===== config.mk =====
export PLATFORM = sky130hd
export DESIGN_NAME = mem_read_responder_flat
export DESIGN_NICKNAME = d
export VERILOG_FILES = /design/src/rtl/mem_read_responder_pkg.sv /design/src/rtl/mem_read_responder_if.sv /design/src/rtl/mem_read_responder_lat_pipe.sv /design/src/rtl/mem_read_responder.sv /design/src/flat_wrapper.sv
export SDC_FILE = /design/constraint.sdc
export NUM_CORES = 1
export LEC_CHECK = 0
export BUFFER_PORTS_ARGS = -buffer_cell sky130_fd_sc_hd__buf_2
export CORE_AREA = 2 2 104 106
export CTS_CLUSTER_DIAMETER = 60
export CTS_CLUSTER_SIZE = 10
export DETAILED_ROUTE_END_ITERATION = 8
export DIE_AREA = 0 0 106 108
export GPL_TIMING_DRIVEN = 0
export PLACE_DENSITY = 0.84
export SLEW_MARGIN = 20
export SYNTH_ARGS = -nofsm -noshare
export SYNTH_HDL_FRONTEND = slang
export SYNTH_SLANG_ARGS = --single-unit
export TNS_END_PERCENT = 1

===== constraint.sdc =====
create_clock -name CLK -period 6 [get_ports CLK]
set_clock_uncertainty 0.15 [all_clocks]
set_input_delay 0.6 -clock CLK [delete_from_list [all_inputs] [get_ports CLK]]
set_output_delay 0.6 -clock CLK [all_outputs]
set_load 0.05 [all_outputs]

===== src/rtl/mem_read_responder_pkg.sv =====
// Shared definitions for the memory read responder: access-width encodings,
// FSM state type and the width-to-byte-count helper.
package mem_pkg;

    localparam logic [2:0] MA_BYTE = 3'b000;
    localparam logic [2:0] MA_HALF = 3'b001;
    localparam logic [2:0] MA_TRI  = 3'b010;
    localparam logic [2:0] MA_WORD = 3'b011;

    // Widest access in bytes; the byte index fits in 3 bits.
    localparam int MAX_BYTES = 6;
    localparam int IDX_W     = 3;

    typedef enum logic [1:0] {
        S_IDLE  = 2'd0,
        S_ISSUE = 2'd1,
        S_DRAIN = 2'd2,
        S_DONE  = 2'd3
    } mem_rsp_state_t;

    // Number of bytes moved for a given CTRL code; reserved codes give 0.
    function automatic logic [IDX_W-1:0] ctrl_to_nbytes(input logic [2:0] ctrl);
        logic [IDX_W-1:0] n;
        case (ctrl)
            MA_BYTE: n = 3'd1;
            MA_HALF: n = 3'd2;
            MA_TRI:  n = 3'd3;
            MA_WORD: n = 3'd6;
            default: n = 3'd0;
        endcase
        return n;
    endfunction

endpackage


===== src/rtl/mem_read_responder_if.sv =====
// CPU-side handshake plus byte-memory port of the read responder.
// slave = responder view, master = CPU/memory environment view.
interface mem_read_responder_if #(
    parameter int DATA_W = 48,
    parameter int ADDR_W = 16
);
    logic              ENABLE;
    logic [2:0]        CTRL;
    logic [DATA_W-1:0] ADDRESS;
    logic [DATA_W-1:0] READ;
    logic              HANDSHAKE;
    logic              ERR;
    logic [ADDR_W-1:0] MEM_ADDR;
    logic              MEM_RE;
    logic [7:0]        MEM_RDATA;

    modport slave (
        input  ENABLE, CTRL, ADDRESS, MEM_RDATA,
        output READ, HANDSHAKE, ERR, MEM_ADDR, MEM_RE
    );

    modport master (
        output ENABLE, CTRL, ADDRESS, MEM_RDATA,
        input  READ, HANDSHAKE, ERR, MEM_ADDR, MEM_RE
    );
endinterface


===== src/rtl/mem_read_responder_lat_pipe.sv =====
// Valid + byte-index shift register matching the fixed memory read latency,
// so each returning byte arrives tagged with its position in the result.
module lat_pipe #(
    parameter int DEPTH = 1,
    parameter int IDX_W = 3
) (
    input  logic             i_clk,
    input  logic             i_rst,
    input  logic             i_valid,
    input  logic [IDX_W-1:0] i_idx,
    output logic             o_valid,
    output logic [IDX_W-1:0] o_idx
);

    logic [DEPTH-1:0] r_valid;
    logic [IDX_W-1:0] r_idx [DEPTH];

    // Shift the issue tag along one stage per cycle; reset drops everything in flight.
    always_ff @(posedge i_clk) begin
        if (i_rst) begin
            r_valid <= '0;
            for (int i = 0; i < DEPTH; i++) r_idx[i] <= '0;
        end else begin
            r_valid[0] <= i_valid;
            r_idx[0]   <= i_idx;
            for (int i = 1; i < DEPTH; i++) begin
                r_valid[i] <= r_valid[i-1];
                r_idx[i]   <= r_idx[i-1];
            end
        end
    end

    assign o_valid = r_valid[DEPTH-1];
    assign o_idx   = r_idx[DEPTH-1];

endmodule


===== src/rtl/mem_read_responder.sv =====
// Responder end of the CPU memory-read handshake. Issues one byte read per
// cycle to a byte-wide synchronous memory and assembles the little-endian
// result, then pulses HANDSHAKE for one cycle.
//
// state   | meaning
// --------+-----------------------------------------------------------
// S_IDLE  | waiting for ENABLE; request latched on acceptance
// S_ISSUE | one MEM_RE per cycle for bytes 0..N-1
// S_DRAIN | issue finished, waiting for the last byte to return
// S_DONE  | one-cycle HANDSHAKE, READ/ERR presented
module mem_read_responder
    import mem_pkg::*;
#(
    parameter int DATA_W  = 48,
    parameter int ADDR_W  = 16,
    parameter int MEM_LAT = 1
) (
    input  logic                  CLK,
    input  logic                  RESET,
    mem_read_responder_if.slave   bus
);

    mem_rsp_state_t    r_state;
    mem_rsp_state_t    w_next;
    logic [ADDR_W-1:0] r_base;
    logic [IDX_W-1:0]  r_nbytes;
    logic [IDX_W-1:0]  r_issue_k;
    logic              r_err_pend;
    logic              r_err_hold;
    logic [DATA_W-1:0] r_asm;
    logic [DATA_W-1:0] r_read_hold;
    logic [DATA_W-1:0] w_read;
    logic              w_issue;
    logic              w_accept;
    logic              w_pipe_valid;
    logic [IDX_W-1:0]  w_pipe_idx;
    logic              w_unused_addr;

    // Upper address bits are deliberately dropped; the memory is only 2^ADDR_W bytes.
    assign w_unused_addr = ^bus.ADDRESS[DATA_W-1:ADDR_W];

    assign w_accept = (r_state == S_IDLE) && bus.ENABLE;

    lat_pipe #(
        .DEPTH (MEM_LAT),
        .IDX_W (IDX_W)
    ) u_lat_pipe (
        .i_clk   (CLK),
        .i_rst   (RESET),
        .i_valid (w_issue),
        .i_idx   (r_issue_k),
        .o_valid (w_pipe_valid),
        .o_idx   (w_pipe_idx)
    );

    // State register.
    always_ff @(posedge CLK) begin
        if (RESET) r_state <= S_IDLE;
        else       r_state <= w_next;
    end

    // Next-state decode; DONE always returns to IDLE so ENABLE is re-sampled
    // only after the released CPU clock edge has had a chance to advance CtrlM.
    always_comb begin
        w_next  = r_state;
        w_issue = 1'b0;
        case (r_state)
            S_IDLE: begin
                if (bus.ENABLE) w_next = bus.CTRL[2] ? S_DONE : S_ISSUE;
            end
            S_ISSUE: begin
                w_issue = 1'b1;
                if (r_issue_k == r_nbytes - 3'd1) w_next = S_DRAIN;
            end
            S_DRAIN: begin
                if (w_pipe_valid && (w_pipe_idx == r_nbytes - 3'd1)) w_next = S_DONE;
            end
            S_DONE: begin
                w_next = S_IDLE;
            end
            default: begin
                w_next = S_IDLE;
            end
        endcase
    end

    // Request latch, issue counter, byte assembly and held result.
    always_ff @(posedge CLK) begin
        if (RESET) begin
            r_base      <= '0;
            r_nbytes    <= '0;
            r_issue_k   <= '0;
            r_err_pend  <= 1'b0;
            r_err_hold  <= 1'b0;
            r_asm       <= '0;
            r_read_hold <= '0;
        end else if (w_accept) begin
            r_base     <= bus.ADDRESS[ADDR_W-1:0];
            r_nbytes   <= ctrl_to_nbytes(bus.CTRL);
            r_issue_k  <= '0;
            r_err_pend <= bus.CTRL[2];
            r_err_hold <= 1'b0;
            r_asm      <= '0;
        end else begin
            if (w_issue) r_issue_k <= r_issue_k + 3'd1;
            for (int b = 0; b < MAX_BYTES; b++) begin
                if (w_pipe_valid && (w_pipe_idx == 3'(b)))
                    r_asm[8*b +: 8] <= bus.MEM_RDATA;
            end
            if (r_state == S_DONE) begin
                r_read_hold <= w_read;
                r_err_hold  <= r_err_pend;
            end
        end
    end

    // A reserved request never touches memory, but force zero regardless.
    assign w_read = r_err_pend ? '0 : r_asm;

    assign bus.HANDSHAKE = (r_state == S_DONE);
    assign bus.READ      = (r_state == S_DONE) ? w_read : r_read_hold;
    assign bus.ERR       = (r_state == S_DONE) ? r_err_pend : r_err_hold;
    assign bus.MEM_RE    = w_issue;
    assign bus.MEM_ADDR  = w_issue ? (r_base + ADDR_W'(r_issue_k)) : '0;

endmodule


===== src/flat_wrapper.sv =====
// flat-port wrapper written by rule: the top's interface ports become plain ports
module mem_read_responder_flat import mem_pkg::*;
#(
    parameter int DATA_W  = 48,
    parameter int ADDR_W  = 16,
    parameter int MEM_LAT = 1
)
  (CLK, RESET, bus_ENABLE, bus_CTRL, bus_ADDRESS, bus_MEM_RDATA, bus_READ, bus_HANDSHAKE, bus_ERR, bus_MEM_ADDR, bus_MEM_RE);
  mem_read_responder_if #(.DATA_W(DATA_W), .ADDR_W(ADDR_W)) bus_i ();
  input  logic CLK;
  input  logic RESET;
  input wire logic [$bits(bus_i.ENABLE)-1:0] bus_ENABLE;
  input wire logic [$bits(bus_i.CTRL)-1:0] bus_CTRL;
  input wire logic [$bits(bus_i.ADDRESS)-1:0] bus_ADDRESS;
  input wire logic [$bits(bus_i.MEM_RDATA)-1:0] bus_MEM_RDATA;
  output wire logic [$bits(bus_i.READ)-1:0] bus_READ;
  output wire logic [$bits(bus_i.HANDSHAKE)-1:0] bus_HANDSHAKE;
  output wire logic [$bits(bus_i.ERR)-1:0] bus_ERR;
  output wire logic [$bits(bus_i.MEM_ADDR)-1:0] bus_MEM_ADDR;
  output wire logic [$bits(bus_i.MEM_RE)-1:0] bus_MEM_RE;
  assign bus_i.ENABLE = bus_ENABLE;
  assign bus_i.CTRL = bus_CTRL;
  assign bus_i.ADDRESS = bus_ADDRESS;
  assign bus_i.MEM_RDATA = bus_MEM_RDATA;
  assign bus_READ = bus_i.READ;
  assign bus_HANDSHAKE = bus_i.HANDSHAKE;
  assign bus_ERR = bus_i.ERR;
  assign bus_MEM_ADDR = bus_i.MEM_ADDR;
  assign bus_MEM_RE = bus_i.MEM_RE;
  mem_read_responder #(.DATA_W(DATA_W), .ADDR_W(ADDR_W), .MEM_LAT(MEM_LAT)) u_core (.CLK(CLK), .RESET(RESET), .bus(bus_i));
endmodule

==> results.md <==
- The run finished with clean final reports.
- The first-pass GRT wire length is 25300 um.
- For this run, the total global-route usage over all layers was measured as 27.7%.
- Of all flip-flops after synthesis, the portion carrying an async set or reset was 0%.
- Prior to clock tree synthesis, the placed netlist has a worst setup slack of 2930 ps.
- Based on the critical path, the design can be clocked at up to 276 MHz.
- The worst-case setup margin in the final layout is 2370 ps.
- The worst hold slack is 159 ps.
- Yosys mapped a number of flops with a built-in enable equal to 0.
- The die is 106 um wide.
- The largest single stage delay on the critical path is 430 ps.
- Setup violations remaining at the end of the flow were counted as 0.
- The sum of net half-perimeters after detailed placement is 10400 um.
- Dividing the synthesized area by the synthesized cell count gives 7.36 um2.
- The clock passes through at most 2 buffers.
- The row count is 37.
- In the routed design, unresolved DRC markers number 0.
- The number of synthesis warnings is 0.
- In this run the worst path has a maximum fanout of 6.
- The final-report hold violation count is 0.
- The clock latency reported for the late side of the worst-skew pair is 520 ps.
- Sequential cells burn 38.0% of the power.
- The reported max-cap violation count is 0.
- The library cell occupying the most area in the post-synthesis netlist is sky130_fd_sc_hd__dfxtp_1.
- After routing, the total negative slack on setup checks comes to 0 ps.
- The number of fill cells in the layout is 840.
- The number of routed nets with antenna violations is 0.
- The clock-pin slew on the worst setup and hold paths is 60 ps.
- For this run, the leading register cell type out of synthesis is sky130_fd_sc_hd__dfxtp_1.
- The final critical-path required period is 3630 ps.
- VDD sags by at most 187 uV.
- The die footprint is 0.0114 mm2.
- The min-delay analysis places its worst path in the category input port to register.
- In this run the clock root is driven by a sky130_fd_sc_hd__clkbuf_8.
- For this block, the routed nets add up to 15400 um of wire.
- The number of top-level pins is 129.
- The sum of buffers and inverters on the critical path is 2.
- In this run the tightest slew margin relative to its limit is 34.2%.
- For this design the ratio of total power to cell area is 340 mW/mm2.
- The detailed router finished its first iteration with 421 violations.
- TritonCTS built the clock tree.
- The area inside the core boundary is 0.0102 mm2.
- The cell family contributing the most delay on the critical path is simple AND/OR/NAND/NOR gates.
- The max-slew violation count is 0.
- The count of hold buffers inserted by post-cts repair is 0.
- The initial antenna violation count is 0.
- On the critical path, the stage with the largest delay is an instance of sky130_fd_sc_hd__dfxtp_1.
- The final net count is 990.
- From bottom edge to top edge, the die measures 108 um.
- In the finished design, the share of the clock period the worst path needs comes to 60.5%.
- Routability-driven placement finished with a final weighted congestion of 0.920.
- The number of antenna diodes is 0.
- The number of clock buffers added by TritonCTS is 17.
- Dividing the detail-routed wire length by the instance count gives 14.5 um.
- The clock network fraction of design power is 41.3%.
- After global routing the overflow that remains totals 0.
- The unique cell type count in the Yosys netlist is 41.
- The final route contains 5764 vias.
- The cell area after synthesis is 0.00591 mm2.
- Of the total power, combinational logic draws 20.7%.
- The launching element type of the critical path is a register.
- In this run the tool buffered the top-level ports with 96 buffer cells.
- The ratio of routed vias to standard cells is 5.41.
- The post-synthesis sequential area ratio is 42.7%.
- The internal power consumption is 1.66 mW.
- The number of instances resized during post-cts repair is 0.
- For this design the total switching power over the nets is 0.759 mW.
- Across the whole layout, storage elements account for 0.00252 mm2.
- The initial core utilization is 57.7%.
- The data arrival time of the critical path is 2880 ps.
- The multi-input gate area in the final layout is 0.00296 mm2.
- The fraction of layout instances using a drive strength above 1 is 14.7%.
- The largest net degree at the start of global routing is 17.
- The kind of end point of the critical path is an output pin.
- The data required time at the worst endpoint is 5250 ps.
- The critical path is of the register to output pin type.
- In this run switching power makes up 31.4% of total power.
- For the pin with the worst max-slew slack, the measured transition is 980 ps.
- Walking the worst path, the cells encountered are ha_1 -> inv_1 -> fa_1 -> nor2b_1 -> o21ai_1 -> or3_1 -> a21oi_1 -> buf_2.
- By area the synthesized netlist is led by sky130_fd_sc_hd__dfxtp_1 43%, sky130_fd_sc_hd__nand2_1 15%, sky130_fd_sc_hd__a21oi_1 11%.
- The top cell type's share of synthesized area is 42.7%.
- Synthesis inferred 126 register bits.
- Before antenna repair, the detailed router went through 4 iterations.
- The via count of the first global-routing pass is 5350.
- The area growth from synthesis to layout is 20.5%.
- The total number of H-tree levels is 4.
- Setup repair after global routing left no endpoint under its margin.
- The count of buffers added by post-CTS timing repair for setup is 0.
- Counting every net in the synthesized netlist gives 875.
- Synthesis handed over a netlist of 802 instances.
- Summed over all cells, the static leakage comes to 2.58 nW.
- The clock drives 126 sinks.
==> sequential cells by signal, indices dropped and copies added, names as in the netlist <==
name,cells
u_core.r_nbytes,3
u_core.r_err_pend,1
u_core.u_lat_pipe.o_valid,1
u_core.u_lat_pipe.r_idx,3
u_core.r_asm,48
u_core.r_read_hold,48
u_core.r_issue_k,3
u_core.r_err_hold,1
u_core.r_state,2
u_core.r_base,16
==> tightest hold or removal path: cells and delay by family <==
family          cells  cell delay, ps
compound gates      1              50
simple gates        1              40
buf+inv             1              90
==> cells by family (layout without fill, tap and decap cells) <==
kind of cell             count (synthesis)  count (layout)  share of synthesized area, %
XOR/XNOR                                12              12                          2.29
flip-flops                             126             126                          42.7
multiplexers                             3               3                         0.530
AO/OA/AOI/OAI                          193             193                          17.4
adder cells (fa/ha/maj)                 11              11                          2.46
AND/OR/NAND/NOR                        348             348                          27.4
buffers and inverters                  109             236                          7.22
==> path summary, 6_finish.rpt <==
path                                        startpoint                     end  slack (ps)  cells after the start
worst max-delay path               u_core.r_issue_k[0]        bus_MEM_ADDR[14]        2370                      8
worst min register to register  u_core.r_read_hold[47]  u_core.r_read_hold[47]         300                      2
worst min-delay path                    bus_ADDRESS[7]        u_core.r_base[7]         160                      3
worst max register to register       u_core.r_state[0]       u_core.r_base[15]        3650                      7
==> power groups by stage <==
| stage | Sequential [mW] | Combinational (mW) | Clock, mW |
|---|---|---|---|
| 4_1_cts | 0.917 | 0.495 | 0.996 |
| 3_5_place_dp | 0.935 | 0.490 | 0 |
| 5_1_grt | 0.924 | 0.547 | 1.04 |
| 3_3_place_gp | 0.933 | 0.481 | 0 |
| 2_1_floorplan | 0.922 | 0.361 | 0 |
| 6_report | 0.919 | 0.500 | 0.999 |
==> per-layer routing <==
layer	up-vias	wire length [um]	track usage, %
li1	2879	-	-
met1	2637	6750	36.4
met2	215	7210	45.7
met3	33	1150	5.85
met4	0	330	9.68
met5	-	0	0
==> area by class of cell <==
type / instances / share of cell area (%)
Multi-Input combinational cell: 567 / 41.5
Sequential cell: 126 / 35.4
Timing Repair Buffer: 96 / 6.75
Clock buffer: 23 / 6.28
Inverter: 57 / 3.01
Buffer: 52 / 2.99
Tap cell: 136 / 2.39
Clock inverter: 8 / 1.62
==> cell usage after synthesis (all sizes together) (4+ instances only) <==
master,n
nor2b,7
and2,5
nand2b,4
a21oi,126
clkbuf,45
nor2,16
buf,7
nand3,5
xnor2,7
o21ai,55
nor3,6
nand3b,49
inv,57
or4,5
or3,4
nand2,238
dfxtp,126
o31ai,5
ha,10
==> cell usage in the layout (no fill, tap or decap), types with 3 or more instances in the layout <==
cell type,instances
sky130_fd_sc_hd__xor2_1,3
sky130_fd_sc_hd__and2_1,5
sky130_fd_sc_hd__nor2b_1,7
sky130_fd_sc_hd__a21oi_1,126
sky130_fd_sc_hd__and3_1,3
sky130_fd_sc_hd__clkinv_2,5
sky130_fd_sc_hd__or3_1,3
sky130_fd_sc_hd__or4_1,5
sky130_fd_sc_hd__dfxtp_1,126
sky130_fd_sc_hd__bufinv_16,3
sky130_fd_sc_hd__nand2b_1,4
sky130_fd_sc_hd__o31ai_1,5
sky130_fd_sc_hd__clkbuf_1,50
sky130_fd_sc_hd__nand2_1,238
sky130_fd_sc_hd__buf_2,101
sky130_fd_sc_hd__inv_1,57
sky130_fd_sc_hd__nor2_1,16
sky130_fd_sc_hd__clkbuf_16,16
sky130_fd_sc_hd__nand4_1,3
sky130_fd_sc_hd__nand3_1,4
sky130_fd_sc_hd__xnor2_1,7
sky130_fd_sc_hd__o21ai_0,44
sky130_fd_sc_hd__o21ai_1,11
sky130_fd_sc_hd__ha_1,10
sky130_fd_sc_hd__nor3_1,5
sky130_fd_sc_hd__nand3b_1,49
==> stage by stage <==
step | cells | utilization (%) | cell area (um2) | power [mW]
finish | 1065 | 69.6 | 7120 | 2.42
global route | 1065 | 69.6 | 7120 | 2.51
CTS | 1065 | 69.6 | 7120 | 2.41
detailed placement | 1034 | 64.1 | 6560 | 1.43
global placement | 1034 | 64.1 | 6560 | 1.41
floorplan | 802 | - | 5910 | 1.28
Note: power is estimated with default switching activity, not from simulation.
